`src/rtl/vga_timing_receiver_pkg.sv`:
```
// Shared timing constants, FSM state encodings and colour codes for the VGA timing receiver.
package vga_timing_receiver_pkg;

  localparam int HS_Ts  = 800;
  localparam int HS_Tpw = 96;
  localparam int HS_Tbp = 48;
  localparam int HS_Tfp = 16;
  localparam int H_ACTIVE = 640;

  localparam int VS_lines_total = 521;
  localparam int VS_lines_pw    = 2;
  localparam int VS_lines_bp    = 29;
  localparam int VS_lines_fp    = 10;
  localparam int V_ACTIVE       = 480;

  localparam int CNT_W = 10;
  localparam logic [CNT_W-1:0] CNT_MAX = '1;

  typedef enum logic [1:0] {
    SEARCH  = 2'd0,
    MEASURE = 2'd1,
    VERIFY  = 2'd2,
    LOCKED  = 2'd3
  } rx_state_t;

  localparam logic [2:0] RGB_BLACK = 3'b000;
  localparam logic [2:0] RGB_BLUE  = 3'b001;
  localparam logic [2:0] RGB_GREEN = 3'b010;
  localparam logic [2:0] RGB_RED   = 3'b100;
  localparam logic [2:0] RGB_WHITE = 3'b111;

  function automatic logic in_range(input logic [CNT_W-1:0] pos, input int lo, input int hi);
    return (int'(pos) >= lo) && (int'(pos) <= hi);
  endfunction

endpackage

```
`src/rtl/vga_sync_edge_detect.sv`:
```
// Rise/fall pulse detector for an active-low sync line; the history register idles high.
module vga_sync_edge_detect (
  input  logic Clock,
  input  logic Reset,
  input  logic sync_in,
  output logic rise,
  output logic fall
);

  logic sync_q;

  always_ff @(posedge Clock or posedge Reset) begin
    if (Reset) sync_q <= 1'b1;
    else       sync_q <= sync_in;
  end

  assign rise = sync_in & ~sync_q;
  assign fall = ~sync_in & sync_q;

endmodule

```
`src/rtl/vga_timing_receiver.sv`:
```
// Recovers H/V position from Hsync/Vsync, measures line/frame timing and locks on stable frames.
// Optional VGA_RX_CHECKSUM_EN adds a per-frame 16-bit sum of the valid pixel stream.
//
// state   | meaning
// SEARCH  | waiting for a Vsync rise to start measuring
// MEASURE | capturing line period, Hsync width and lines per frame
// VERIFY  | comparing each line/frame with the captured values
// LOCKED  | timing stable, comparisons continue
module vga_timing_receiver
  import vga_timing_receiver_pkg::*;
#(
  parameter int H_ACT_START = HS_Tbp,
  parameter int H_ACT_END   = HS_Tbp + H_ACTIVE - 1,
  parameter int V_ACT_START = VS_lines_bp,
  parameter int V_ACT_END   = VS_lines_bp + V_ACTIVE - 1,
  parameter int LOCK_FRAMES = 2
) (
  input  logic             Clock,
  input  logic             Reset,
  input  logic             iHsync,
  input  logic             iVsync,
  input  logic [2:0]       iVGA_RGB,
  output logic [CNT_W-1:0] oHcounter,
  output logic [CNT_W-1:0] oVcounter,
  output logic [2:0]       oVGA_RGB,
  output logic             oPixelValid,
  output logic [CNT_W-1:0] oLinePeriod,
  output logic [CNT_W-1:0] oHsyncWidth,
  output logic [CNT_W-1:0] oFrameLines,
  output logic             oLocked,
  output logic             oErr
`ifdef VGA_RX_CHECKSUM_EN
  ,
  output logic [15:0]      oFrameChecksum
`endif
);

  localparam logic [1:0] LOCK_N = 2'(LOCK_FRAMES);

  rx_state_t state_q, state_n;
  logic [1:0] match_q, match_n;
  logic hs_rise, hs_fall, vs_rise, vs_fall;
  logic vs_pend;
  logic [CNT_W-1:0] hcnt_n, vcnt_n, hcnt_p1, vcnt_p1, wcnt_q, wcnt_n;
  logic timeout, line_bad, frame_bad;
  logic err_n, cap_line, cap_frame;

  vga_sync_edge_detect u_hs_edge (
    .Clock(Clock), .Reset(Reset), .sync_in(iHsync), .rise(hs_rise), .fall(hs_fall)
  );

  vga_sync_edge_detect u_vs_edge (
    .Clock(Clock), .Reset(Reset), .sync_in(iVsync), .rise(vs_rise), .fall(vs_fall)
  );

  assign hcnt_p1   = oHcounter + 10'd1;
  assign vcnt_p1   = oVcounter + 10'd1;
  assign timeout   = (oHcounter == CNT_MAX) || (oVcounter == CNT_MAX);
  assign line_bad  = hs_rise && ((hcnt_p1 != oLinePeriod) || (wcnt_q != oHsyncWidth));
  assign frame_bad = vs_rise && (vcnt_p1 != oFrameLines);

  always_comb begin
    hcnt_n = oHcounter;
    vcnt_n = oVcounter;
    wcnt_n = wcnt_q;
    if (hs_rise) hcnt_n = '0;
    else if (oHcounter != CNT_MAX) hcnt_n = hcnt_p1;
    if (hs_rise) begin
      if (vs_pend || vs_rise) vcnt_n = '0;
      else if (oVcounter != CNT_MAX) vcnt_n = vcnt_p1;
    end
    if (hs_fall) wcnt_n = 10'd1;
    else if (!iHsync && (wcnt_q != CNT_MAX)) wcnt_n = wcnt_q + 10'd1;
  end

  always_comb begin
    state_n   = state_q;
    match_n   = match_q;
    err_n     = 1'b0;
    cap_line  = 1'b0;
    cap_frame = 1'b0;
    case (state_q)
      SEARCH: if (vs_rise) state_n = MEASURE;
      MEASURE: begin
        if (timeout) begin
          err_n   = 1'b1;
          state_n = SEARCH;
        end else begin
          cap_line = hs_rise;
          if (vs_rise) begin
            cap_frame = 1'b1;
            match_n   = 2'd1;
            state_n   = (LOCK_FRAMES == 1) ? LOCKED : VERIFY;
          end
        end
      end
      VERIFY, LOCKED: begin
        if (timeout || line_bad || frame_bad) begin
          err_n   = 1'b1;
          state_n = SEARCH;
        end else if (vs_rise && (state_q == VERIFY)) begin
          match_n = match_q + 2'd1;
          if (match_n >= LOCK_N) state_n = LOCKED;
        end
      end
      default: state_n = SEARCH;
    endcase
  end

  always_ff @(posedge Clock or posedge Reset) begin
    if (Reset) begin
      state_q     <= SEARCH;
      match_q     <= '0;
      vs_pend     <= 1'b0;
      wcnt_q      <= '0;
      oHcounter   <= '0;
      oVcounter   <= '0;
      oVGA_RGB    <= '0;
      oPixelValid <= 1'b0;
      oLinePeriod <= '0;
      oHsyncWidth <= '0;
      oFrameLines <= '0;
      oLocked     <= 1'b0;
      oErr        <= 1'b0;
    end else begin
      state_q   <= state_n;
      match_q   <= match_n;
      wcnt_q    <= wcnt_n;
      oHcounter <= hcnt_n;
      oVcounter <= vcnt_n;
      oVGA_RGB  <= iVGA_RGB;
      // a Vsync high that ends before any Hsync rise is a glitch, not a frame start
      if (hs_rise || vs_fall) vs_pend <= 1'b0;
      else if (vs_rise)       vs_pend <= 1'b1;
      if (cap_line) begin
        oLinePeriod <= hcnt_p1;
        oHsyncWidth <= wcnt_q;
      end
      if (cap_frame) oFrameLines <= vcnt_p1;
      oErr        <= err_n;
      oLocked     <= (state_n == LOCKED);
      oPixelValid <= (state_n == LOCKED) && in_range(hcnt_n, H_ACT_START, H_ACT_END)
                     && in_range(vcnt_n, V_ACT_START, V_ACT_END);
    end
  end

`ifdef VGA_RX_CHECKSUM_EN
  logic [15:0] csum_acc;

  // the accumulator is held at zero while unlocked so a frame cut short by an error never leaks into the next sum
  always_ff @(posedge Clock or posedge Reset) begin
    if (Reset) begin
      csum_acc       <= '0;
      oFrameChecksum <= '0;
    end else if (vs_rise && (state_q == LOCKED)) begin
      oFrameChecksum <= csum_acc;
      csum_acc       <= '0;
    end else if (!oLocked) begin
      csum_acc <= '0;
    end else if (oPixelValid) begin
      csum_acc <= csum_acc + {13'b0, oVGA_RGB};
    end
  end
`endif

endmodule

```
`config.mk`:
```
export PLATFORM = sky130hd
export DESIGN_NAME = vga_timing_receiver
export DESIGN_NICKNAME = d
export VERILOG_FILES = /design/src/rtl/vga_timing_receiver_pkg.sv /design/src/rtl/vga_sync_edge_detect.sv /design/src/rtl/vga_timing_receiver.sv
export SDC_FILE = /design/constraint.sdc
export NUM_CORES = 1
export LEC_CHECK = 0
export ABC_AREA = 1
export BUFFER_PORTS_ARGS = -buffer_cell sky130_fd_sc_hd__buf_2
export CORE_UTILIZATION = 40
export DETAILED_ROUTE_END_ITERATION = 10
export PLACE_DENSITY = 0.7
export SLEW_MARGIN = 20
export SYNTH_ARGS = -nofsm -noshare
export SYNTH_HDL_FRONTEND = slang
export SYNTH_SLANG_ARGS = --single-unit
```
`constraint.sdc`:
```
create_clock -name Clock -period 5.1 [get_ports Clock]
set_input_delay 0.51 -clock Clock [delete_from_list [all_inputs] [get_ports Clock]]
set_output_delay 0.51 -clock Clock [all_outputs]
set_load 0.01 [all_outputs]
```
# Word level (Yosys, flattened, before mapping)
# Index checks and enable logic that the tools add are counted.
op_classes:
  addsub: 4
  mul: 0
  div: 0
  n_lt_le_gt_ge: 5
  n_eq_ne: 16
  shifts: 0
  mux: 29
  n_bitwise: 8
  n_reduce_logical: 21
op_table:
  columns: ["cell", "count"]
  rows:
  - ["two-way mux 10 bit", 7]
  - ["adder 10 x 1 -> 10 bit (second input constant)", 3]
  - ["inequality test 10 bit", 3]
  - ["inequality test 10 bit (second input constant)", 3]
  - ["== test 10 bit (second input constant)", 2]
  - ["two-way mux 2 bit", 10]
  - [">= comparator 10 x 5 -> 1 bit (second input constant)", 1]
  - [">= comparator 10 x 6 -> 1 bit (second input constant)", 1]
  - ["<= comparator 10 bit (second input constant)", 1]
  - ["<= comparator 10 x 9 -> 1 bit (second input constant)", 1]
  - ["two-way mux 1 bit", 9]
  - ["logical AND 1 bit", 8]
  - ["inequality test 2 bit (second input constant)", 4]
  - ["== test 2 bit (second input constant)", 3]
  - ["logical OR 1 bit", 6]
  - ["one-hot mux 2 bit (3 select lines)", 1]
  - ["nonzero test 2 bit", 3]
  - ["AND reduction 5 bit", 1]
  - ["bitwise AND 1 bit", 4]
  - ["NOT 1 bit", 4]
  - ["one-hot mux 2 bit (2 select lines)", 1]
  - ["adder 2 x 1 -> 2 bit (second input constant)", 1]
  - ["== test 2 x 1 -> 1 bit (second input constant)", 1]
  - [">= comparator 2 bit (second input constant)", 1]
  - ["4 further kinds", 4]
totals:
  regBits: 73
  latchBits: 0
  ramBits: 0
  mem_bits_ro: 0
  input_bits: 7
  mem_count: 0

# Depth between registers and ports, before layout
# Gate-level depths: netlist of the first run.
logic_depth:
  depth_word: 11
  ltp_mapped: 18
  mapped_depth_nobuf: 18

# Modules after synthesis
# Synthesis of the first run repeated with hierarchy kept, for this count alone.
unflattened:
  hier_cells: 568
  area_unflattened_um2: 4141.5
modules_own_cells:
  columns: ["module", "instances", "cells_each", "area_each_um2"]
  rows:
  - ["vga_timing_receiver", 1, 556, 4051.4]
  - ["vga_sync_edge_detect", 2, 6, 45.0]

# Least setup slack after synthesis of the first run
# Ideal clock, no wire load.
synth_timing:
  kind: "reg-to-reg"
  from: "reg oVcounter[0]"
  to: "reg oFrameLines[1]"
  setup_time_ns: 0.125
  t_arrival_ns: 1.952
  slack_ns: 3.023
  stages_incl_launch_ff: 12
  n_path_buf: 1
  period_less_slack_ns: 2.077
  path_cell_list: "dfrtp_1 ha_1 nand2_2 nor2_4 nand4_2 inv_2 nand2_4 nand2_1 nor3_2 nand2_1 buf_4 mux2_4"
synth_between:
  elab_chain_cells: 4
  elab_cells_between_ends: 5
  cone_classes: "1 x add/sub; 1 x eq/ne; 2 x mux; 1 x reduce/logical"
synth_rtl:
  columns: ["element", "line", "text"]
  rows:
  - ["from (decl)", "vga_timing_receiver.sv:24", "output logic [CNT_W-1:0] oVcounter,"]
  - ["from (signal assigned)", "vga_timing_receiver.sv:130", "oVcounter <= vcnt_n;"]
  - ["branches (longest 4 deep; another with adder 10 x 1 -> 10 bit)", null, null]
  - ["to (signal assigned)", "vga_timing_receiver.sv:139", "if (cap_frame) oFrameLines <= vcnt_p1;"]
  - ["to (decl)", "vga_timing_receiver.sv:29", "output logic [CNT_W-1:0] oFrameLines,"]
# Parallel ways; which one is timed is not known.
# A chain may end at the register's enable or synchronous reset.

# Worst setup path after layout of the first run
layout_timing:
  from: "reg oHcounter[0]"
  to: "reg match_q[1]"
layout_between:
  elab_chain_cells: 8
  elab_cells_between_ends: 11
  cone_classes: "1 x add/sub; 4 x eq/ne; 6 x reduce/logical"
layout_rtl:
  columns: ["element", "line", "text"]
  rows:
  - ["from (decl)", "vga_timing_receiver.sv:23", "output logic [CNT_W-1:0] oHcounter,"]
  - ["from (signal assigned)", "vga_timing_receiver.sv:129", "oHcounter <= hcnt_n;"]
  - ["adder 10 x 1 -> 10 bit", "vga_timing_receiver.sv:56", "assign hcnt_p1 = oHcounter + 10'd1;"]
  - ["inequality test 10 bit", "vga_timing_receiver.sv:59", "assign line_bad = hs_rise && ((hcnt_p1 != oLinePeriod) || (wcnt_q != oHsyncWidth));"]
  - ["logical OR 1 bit", "vga_timing_receiver.sv:59", null]
  - ["logical AND 1 bit", "vga_timing_receiver.sv:59", null]
  - ["logical OR 1 bit (2 in a row)", "vga_timing_receiver.sv:98", "if (timeout || line_bad || frame_bad) begin"]
  - ["inequality test 2 bit (no source line)", null, null]
  - ["AND reduction 5 bit (no source line) *", null, null]
  - ["to (signal assigned)", "vga_timing_receiver.sv:127", "match_q <= match_n;"]
  - ["to (decl)", "vga_timing_receiver.sv:41", "logic [1:0] match_q, match_n;"]
# Every way passes the cells marked *; elsewhere a longest branch is shown, timed or not.

==> results of run 1 <==
-- synth_stat cells, types with 5 or more instances --
library cell	n
xor2_1	14
inv_1	69
dfrtp_1	71
nand2_1	150
xnor2_1	5
a21oi_1	11
nand3_1	25
nor2_1	43
nand3b_1	5
nand2_2	7
o21ai_0	41
-- kinds of logic after synthesis --
logic type,Yosys count
compound gates,71
mux,1
buf+inv,79
simple gates,254
flops,73
xor+xnor,19
fa+ha+maj,3
-- layer usage --
metal,vias to the layer above,routed length (microns),track usage
met5,-,0,0
met4,0,143,0.0557
met3,13,363,0.0472
met2,83,4150,0.317
met1,1562,3930,0.231
li1,1725,-,-
-- worst paths after layout --
kind,start,end,cells after the start
setup / recovery,oHcounter[0]$_DFF_PP0_,match_q[1]$_DFFE_PP0P_,13
hold / removal,iVGA_RGB[1],oVGA_RGB[1]$_DFF_PP0_,1
setup reg to reg,oHcounter[0]$_DFF_PP0_,match_q[1]$_DFFE_PP0P_,13
hold reg to reg,match_q[1]$_DFFE_PP0P_,match_q[1]$_DFFE_PP0P_,2
max in group asynchronous,Reset,u_vs_edge.sync_q$_DFF_PP1_,3
min in group asynchronous,Reset,wcnt_q[7]$_DFFE_PP0P_,2
-- power by group through the flow --
| stage | registers (mW) | clock network, mW | logic [mW] |
|---|---|---|---|
| after floorplan | 0.832 | 0 | 0.317 |
| after global placement | 0.804 | 0 | 0.506 |
| after detailed placement | 0.808 | 0 | 0.515 |
| after CTS | 0.797 | 0.467 | 0.517 |
| after global routing | 0.813 | 0.490 | 0.589 |
| final | 0.796 | 0.453 | 0.509 |
-- flip-flops by register name, summed over array words and instances, names as in the netlist --
register / count
oHsyncWidth: 10
oPixelValid: 1
oVGA_RGB: 3
match_q: 2
oLocked: 1
oHcounter: 10
oErr: 1
oVcounter: 10
u_hs_edge.sync_q: 1
oFrameLines: 10
vs_pend: 1
u_vs_edge.sync_q: 1
oLinePeriod: 10
state_q: 2
wcnt_q: 10
-- per-stage QoR --
step	hold slack, ps	worst slack [ps]
after floorplan	461	2740
after global placement	473	2430
after detailed placement	497	2380
after CTS	256	2340
after global routing	244	1990
final	271	2370
-- final cells by class --
type	count	area share
tap	129	0.0358
sequential	73	0.405
clock buffer	9	0.0274
timing repair buffer	63	0.0704
multi-input combinational	348	0.386
clock inverter	7	0.0158
inverter	72	0.0599
==> impl_metrics.ini, run 1 <==
[critical_path]
path_common_cell = nand2_1
regToRegSetupSlack_ps = 2370
worstPathArrival_ps = 2970
cp_top_family = simple AND/OR/NAND/NOR gates
path_cells = ha_1, nand2_1, inv_1, nand2_4, nor2_4, nand3_2, nand2_1, nor3_2, nand2_1, o31ai_1, nand2_1, nand2_1, nand2_1
required_ps = 5330
path_buf_inv = 1
cp_slowest_cell = dfrtp_1
path_max_fanout = 21
critPathCaptureType = flop
path_class = flop to flop
worst_setup_path_start_kind = flop
slowest_delay_ps = 470

[placement]
numPortBuffers = 62
place_area_sq_mm = 0.00432
gp_congestion = 0.882
dp_hpwl_microns = 6550
dp_cells = 685

[finish]
final_common_cell = nand2_1
layout-drive-gt1-share = 0.191
fin_util = 0.484
nets = 577
register_area_sq_mm = 0.00183
layout_common_cells = nand2_1, dfrtp_1, inv_1
final_cells = 701
final_cell_area_sq_mm = 0.00451
syn_to_final_growth_pct = 16.2
antenna_cells = 0
multiInputGateArea_sq_mm = 0.00174
nFillCells = 929

[yosys]
synth_adder_area_share = 0.00966
synth_top_area_frac = 0.457
ys_types = 38
synth_top_area_cell = dfrtp_1
synth_nets = 510
synth_simple_gate_area_frac = 0.290
ys_ff_latch = 73
synth_compound_area_frac = 0.101
synth_top_family_by_area = simple AND/OR/NAND/NOR gates
ys_seq_area_frac = 0.471
synth_xor_area_frac = 0.0428
synthCells = 500
syn_avg_cell_area_sq_um = 7.77
synthMuxAreaShare = 0.00387
async_flop_share = 1.00
synth_edf_count = 0
ys_dominant_reg_cell = dfrtp_1
syn_area_sq_mm = 0.00388
synth.area.top_cells = dfrtp_1, nand2_1, inv_1, o21ai_0, nor2_1
ys.warnings.count = 0

[pwr]
switching_power_mw = 0.636
internal_power_mw = 1.12
power.density_mw_per_mm2 = 389
leakage_nw = 2.52
pwr-share-comb = 0.289
p_sw_frac = 0.362
p_total_mw = 1.76
peakVddDrop_uv = 165
clkPwrFrac = 0.258
pwr-share-seq = 0.453

[detailed_routing]
avgRoutedWirePerCell_microns = 12.2
vias = 3383
drc = 0
routed_wl_microns = 8580
ant_nets = 0
dr.pass1.iters = 4
drt-initial-drc-count = 127
viasPerCell = 4.83

[sta]
setup_tns_ps = 0
rsz0062_at_grt = no
finalHoldViolCount = 0
worst_slew_pin_slew_ps = 1050
max_freq_mhz = 366
slew_headroom = 0.300
period_minus_slack_ps = 2730
fin_crit_sh = 0.536
clock_skew_ps = 9.23
setup_viol = 0
slew_viol_final = 0

[floorplanning]
core_area_sq_mm = 0.00933
die_h_microns = 101
fp.dieW_microns = 101
initial_core_util = 0.416
die-area_sq_mm = 0.0101
io_pins = 63
rows = 35

[clock_network]
postCtsResizedCells = 0
cts_max_level = 3
cts_tree = yes
cts_buffer_depth = 2
cts-hold-fix-buffers = 0
clockRootBuffer = clkbuf_8
cts_setup_buffers = 0
cts_made_buffers = 9
insertion_delay_ps = 340
cts_sinks = 73
clkTransAtPathRegs_ps = 80

[status]
status = complete, no violations

[hold_path]
hold_class = primary input to flop

[grt]
antenna_found_initial = 0
grt_pass1_wl_microns = 14700
track_usage = 0.185
grt_overflow = 0
grt_max_degree = 39
grt_pass1_vias = 3258

[run]
cap_violations = 0
Note: power is estimated with default switching activity, not from simulation.
==> inputs of run 2 (changes only) <==
Settings changed: PLACE_DENSITY 0.7 to 0.72.
Clock period 5.1 ns to 2.3 ns, I/O delays scaled along.
==> impl_metrics.ini, run 2 (same netlist as run 1, synthesis figures left out) <==
[clock_network]
clkTransAtPathRegs_ps = 90
clockRootBuffer = clkbuf_8
insertion_delay_ps = 360
cts_tree = yes
cts_buffer_depth = 2
cts_made_buffers = 9
cts_max_level = 3
cts_sinks = 73

[finish]
nets = 596
layout_common_cells = nand2_1, dfrtp_1, inv_1
antenna_cells = 0
final_common_cell = nand2_1
syn_to_final_growth_pct = 21.7
fin_util = 0.507
layout-drive-gt1-share = 0.223

[placement]
gp_congestion = 0.909
pre_cts_slack_ps = 154
numPortBuffers = 62
dp_hpwl_microns = 7070

[detailed_routing]
drt-initial-drc-count = 286
ant_nets = 0
avgRoutedWirePerCell_microns = 12.8
vias = 3492
drc = 0
dr.pass1.iters = 5
routed_wl_microns = 9240
viasPerCell = 4.85

[pwr]
pwr-share-seq = 0.431
leakage_nw = 2.62
p_sw_frac = 0.368
pwr-share-comb = 0.306
p_total_mw = 4.06
switching_power_mw = 1.50
clkPwrFrac = 0.263
power.density_mw_per_mm2 = 860
peakVddDrop_uv = 487
internal_power_mw = 2.57

[critical_path]
critPathCaptureType = flop
worst_setup_path_start_kind = flop
regToRegSetupSlack_ps = 150
reg2reg_to = match_q[0]$_DFFE_PP0P_
reg2regPathDepth = 13
path_class = flop to flop
required_ps = 2550
path_max_fanout = 4
worstPathArrival_ps = 2390
r2r-start = oVcounter[0]$_DFF_PP0_

[grt]
track_usage = 0.200
grt_max_degree = 36
grt_pass1_vias = 3340
use_met1 = 0.263
antenna_found_initial = 0
grt_pass1_wl_microns = 15700
met3_usage = 0.0548
grt_overflow = 0
met2_usage = 0.320
top_usage_layer = met2

[hold_path]
hold_class = flop to flop
hold_path_depth = 2
min-delay-start = match_q[1]$_DFFE_PP0P_
min_to = match_q[1]$_DFFE_PP0P_

[sta]
worst_slew_pin_slew_ps = 653
slew_viol_final = 0
period_minus_slack_ps = 2150
max_freq_mhz = 466
fin_ws_ps = 154
clock_skew_ps = 12.5
slew_headroom = 0.564
finalHoldViolCount = 0
setup_tns_ps = 0
holdWs_ps = 498
fin_crit_sh = 0.933
setup_viol = 0

[floorplanning]
die-area_sq_mm = 0.0101
initial_core_util = 0.416
io_pins = 63
fp.dieW_microns = 101
rows = 35
die_h_microns = 101
core_area_sq_mm = 0.00933

[run]
cap_violations = 0

[status]
status = complete, no violations
-- run 2: layer usage --
layer | vias to the layer above | wire length [microns]
met5 | - | 0
met4 | 0 | 114
met3 | 10 | 473
met2 | 95 | 4450
met1 | 1639 | 4200
li1 | 1748 | -
-- run 2: through the flow --
step / instances / instance area (sq um)
final: 720 / 4730
after global routing: 720 / 4730
after CTS: 718 / 4680
after detailed placement: 696 / 4410
after global placement: 696 / 4410
after floorplan: 500 / 3880
-- run 2: critical path: stages (launching register included) --
cell and delay (ps):
dfrtp_1 400, ha_1 350, xnor2_1 180, nand3_1 90
nor2_1 90, nand2_1 60, nor3_1 180, nand3_1 140
a21oi_2 180, nand2_2 90, nand2_4 80, nand2_1 80
nand2_1 80, nand2_1 50
-- run 2: how the worst max path moves through the flow --
| stage | endpoint | startpoint |
|---|---|---|
| final | match_q[0]$_DFFE_PP0P_ | oVcounter[0]$_DFF_PP0_ |
| after global routing | match_q[1]$_DFFE_PP0P_ | oVcounter[1]$_DFF_PP0_ |
| after CTS | match_q[0]$_DFFE_PP0P_ | oHcounter[1]$_DFF_PP0_ |
| after detailed placement | match_q[0]$_DFFE_PP0P_ | oHcounter[1]$_DFF_PP0_ |
| after global placement | oPixelValid$_DFF_PP0_ | oHcounter[1]$_DFF_PP0_ |
| after floorplan | match_q[0]$_DFFE_PP0P_ | Reset |
-- run 2: cell type report --
cell class / instances / area [sq um]
Sequential cell: 73 / 1830
Clock inverter: 7 / 85.1
Tap cell: 129 / 161
Clock buffer: 9 / 124
Inverter: 72 / 270
Multi-Input combinational cell: 348 / 1770
Fill cell: 889 / 4600
Timing Repair Buffer: 82 / 488
-- run 2: repair_timing --
action	in CTS	in global routing
hold endpoints to repair	31	0
setup endpoints to repair	0	5
setup buffers	0	2
resized for setup	0	13
hold buffers	6	0
-- run 2: power groups by stage --
stage	clock [mW]	combinational [mW]	sequential [mW]
after floorplan	0	0.704	1.85
after global placement	0	1.18	1.77
after detailed placement	0	1.21	1.78
after CTS	1.10	1.22	1.75
after global routing	1.15	1.40	1.79
final	1.07	1.24	1.75
==> inputs of run 3 (changes only) <==
==> constraint.sdc (replaced) <==
create_clock -name Clock -period 2.3 [get_ports Clock]
set_input_delay 0.115 -clock Clock [delete_from_list [all_inputs] [get_ports Clock]]
set_output_delay 0.115 -clock Clock [all_outputs]
set_load 0.01 [all_outputs]
==> impl_metrics.ini, run 3 (same netlist as run 1, synthesis figures left out) <==
[detailed_routing]
drc = 0
ant_nets = 0
routed_wl_microns = 9550
avgRoutedWirePerCell_microns = 13.2
drt-initial-drc-count = 223
viasPerCell = 4.89
dr.pass1.iters = 5
vias = 3530

[pwr]
leakage_nw = 2.65
power.density_mw_per_mm2 = 857
pwr-share-comb = 0.314
peakVddDrop_uv = 411
pwr-share-seq = 0.432
p_sw_frac = 0.369
internal_power_mw = 2.58
clkPwrFrac = 0.254
switching_power_mw = 1.50

[clock_network]
cts_sinks = 73
clkTransAtPathRegs_ps = 90
cts_buffer_depth = 2
cts_max_level = 3
insertion_delay_ps = 350
cts_made_buffers = 9
cts_tree = yes
clockRootBuffer = clkbuf_8

[critical_path]
worst_setup_path_start_kind = flop
cp_top_family = simple AND/OR/NAND/NOR gates
path_cells = ha_2, nand2_4, nor2_4, nand3_1, nand2_2, nand2_2, nand2_1, nand2_1, nor2_2, nand3_2, a21oi_2, nand2_1, nand2_2, nand2_2, nand2_1, nand2_1
slowest_delay_ps = 440
worstPathArrival_ps = 2480
path_class = flop to flop
regToRegSetupSlack_ps = 50
path_buf_inv = 0
critPathCaptureType = flop
path_common_cell = nand2_1
required_ps = 2530
path_max_fanout = 5
cp_slowest_cell = dfrtp_1

[finish]
final_common_cell = nand2_1
layout_common_cells = nand2_1, dfrtp_1, inv_1
antenna_cells = 0
layout-drive-gt1-share = 0.239
final_cells = 722
fin_util = 0.510
nets = 598
syn_to_final_growth_pct = 22.6

[sta]
slew_headroom = 0.587
period_minus_slack_ps = 2250
finalHoldViolCount = 0
clock_skew_ps = 15.8
fin_crit_sh = 0.978
worst_slew_pin_slew_ps = 619
slew_viol_final = 0
setup_tns_ps = 0
max_freq_mhz = 445
fin_ws_ps = 50.8
setup_viol = 0

[floorplanning]
core_area_sq_mm = 0.00933
die-area_sq_mm = 0.0101
fp.dieW_microns = 101
initial_core_util = 0.416
io_pins = 63
die_h_microns = 101
rows = 35

[placement]
dp_cells = 696
dp_hpwl_microns = 7060
numPortBuffers = 62
pre_cts_slack_ps = 173
gp_congestion = 0.907

[status]
status = complete, no violations

[grt]
grt_pass1_wl_microns = 15600
grt_pass1_vias = 3351
track_usage = 0.199
grt_max_degree = 36
grt_overflow = 0
antenna_found_initial = 0

[run]
cap_violations = 0

[hold_path]
hold_class = primary input to asynchronous set/reset pin
-- run 3: cell types whose count changed in the layout (fill, tap and decap cells not counted), moves of 2 or more --
cell,change
nand2_2,+5
nand3_2,+2
buf_4,+2
nor2_2,+2
nand3_1,-2
nor2_1,-2
nand2_1,-4
-- run 3: power by group through the flow --
stage               Clock, mW  Sequential, mW  Combinational, mW
floorplan                   0            1.85              0.704
detailed placement          0            1.78               1.20
global route             1.12            1.80               1.45
CTS                      1.06            1.76               1.22
finish                   1.04            1.76               1.28
global placement            0            1.77               1.18
-- run 3: cell type report --
cell class | instances | area, sq um
Multi-Input combinational cell | 348 | 1790
Fill cell | 911 | 4570
Clock buffer | 9 | 124
Sequential cell | 73 | 1830
Timing Repair Buffer | 84 | 503
Clock inverter | 7 | 77.6
Inverter | 72 | 270
Tap cell | 129 | 161
-- run 3: layer usage --
layer	part of all wire	routed length, microns	track usage
met1	0.44	4160	0.256
met2	0.48	4560	0.330
met3	0.068	645	0.0402
met4	0.019	185	0.0814
met5	0	0	0
-- run 3: worst paths after layout --
path | from | endpoint | depth (start not counted)
setup / recovery | oVcounter[1]$_DFF_PP0_ | match_q[1]$_DFFE_PP0P_ | 16
max in group asynchronous | Reset | u_vs_edge.sync_q$_DFF_PP1_ | 4
min in group Clock | iVGA_RGB[2] | oVGA_RGB[2]$_DFF_PP0_ | 2
setup reg to reg | oVcounter[1]$_DFF_PP0_ | match_q[1]$_DFFE_PP0P_ | 16
hold reg to reg | match_q[1]$_DFFE_PP0P_ | match_q[1]$_DFFE_PP0P_ | 2
hold / removal | Reset | oFrameLines[9]$_DFFE_PP0P_ | 3
-- run 3: what timing repair did --
action / CTS / global route
gates resized for setup: 0 / 20
hold endpoints to repair: 29 / 0
setup buffers: 0 / 4
hold buffers: 6 / 0
endpoints found under the setup margin: 0 / 5
-- run 3: worst register-to-register path: stages, from the launching register on --
cell and delay [ps]:
dfrtp_1 440, ha_2 250, nand2_4 80, nor2_4 140, nand3_1 130, nand2_2 120, nand2_2 70, nand2_1 70
nand2_1 60, nor2_2 120, nand3_2 100, a21oi_2 160, nand2_1 90, nand2_2 100, nand2_2 60, nand2_1 70
nand2_1 50
-- run 3: through the flow --
step | hold slack [ps] | instance area, sq um | power [mW]
floorplan | 119 | 3880 | 2.55
global placement | 222 | 4410 | 2.95
detailed placement | 225 | 4410 | 2.99
CTS | 387 | 4680 | 4.04
global route | 426 | 4760 | 4.37
finish | 387 | 4760 | 4.08
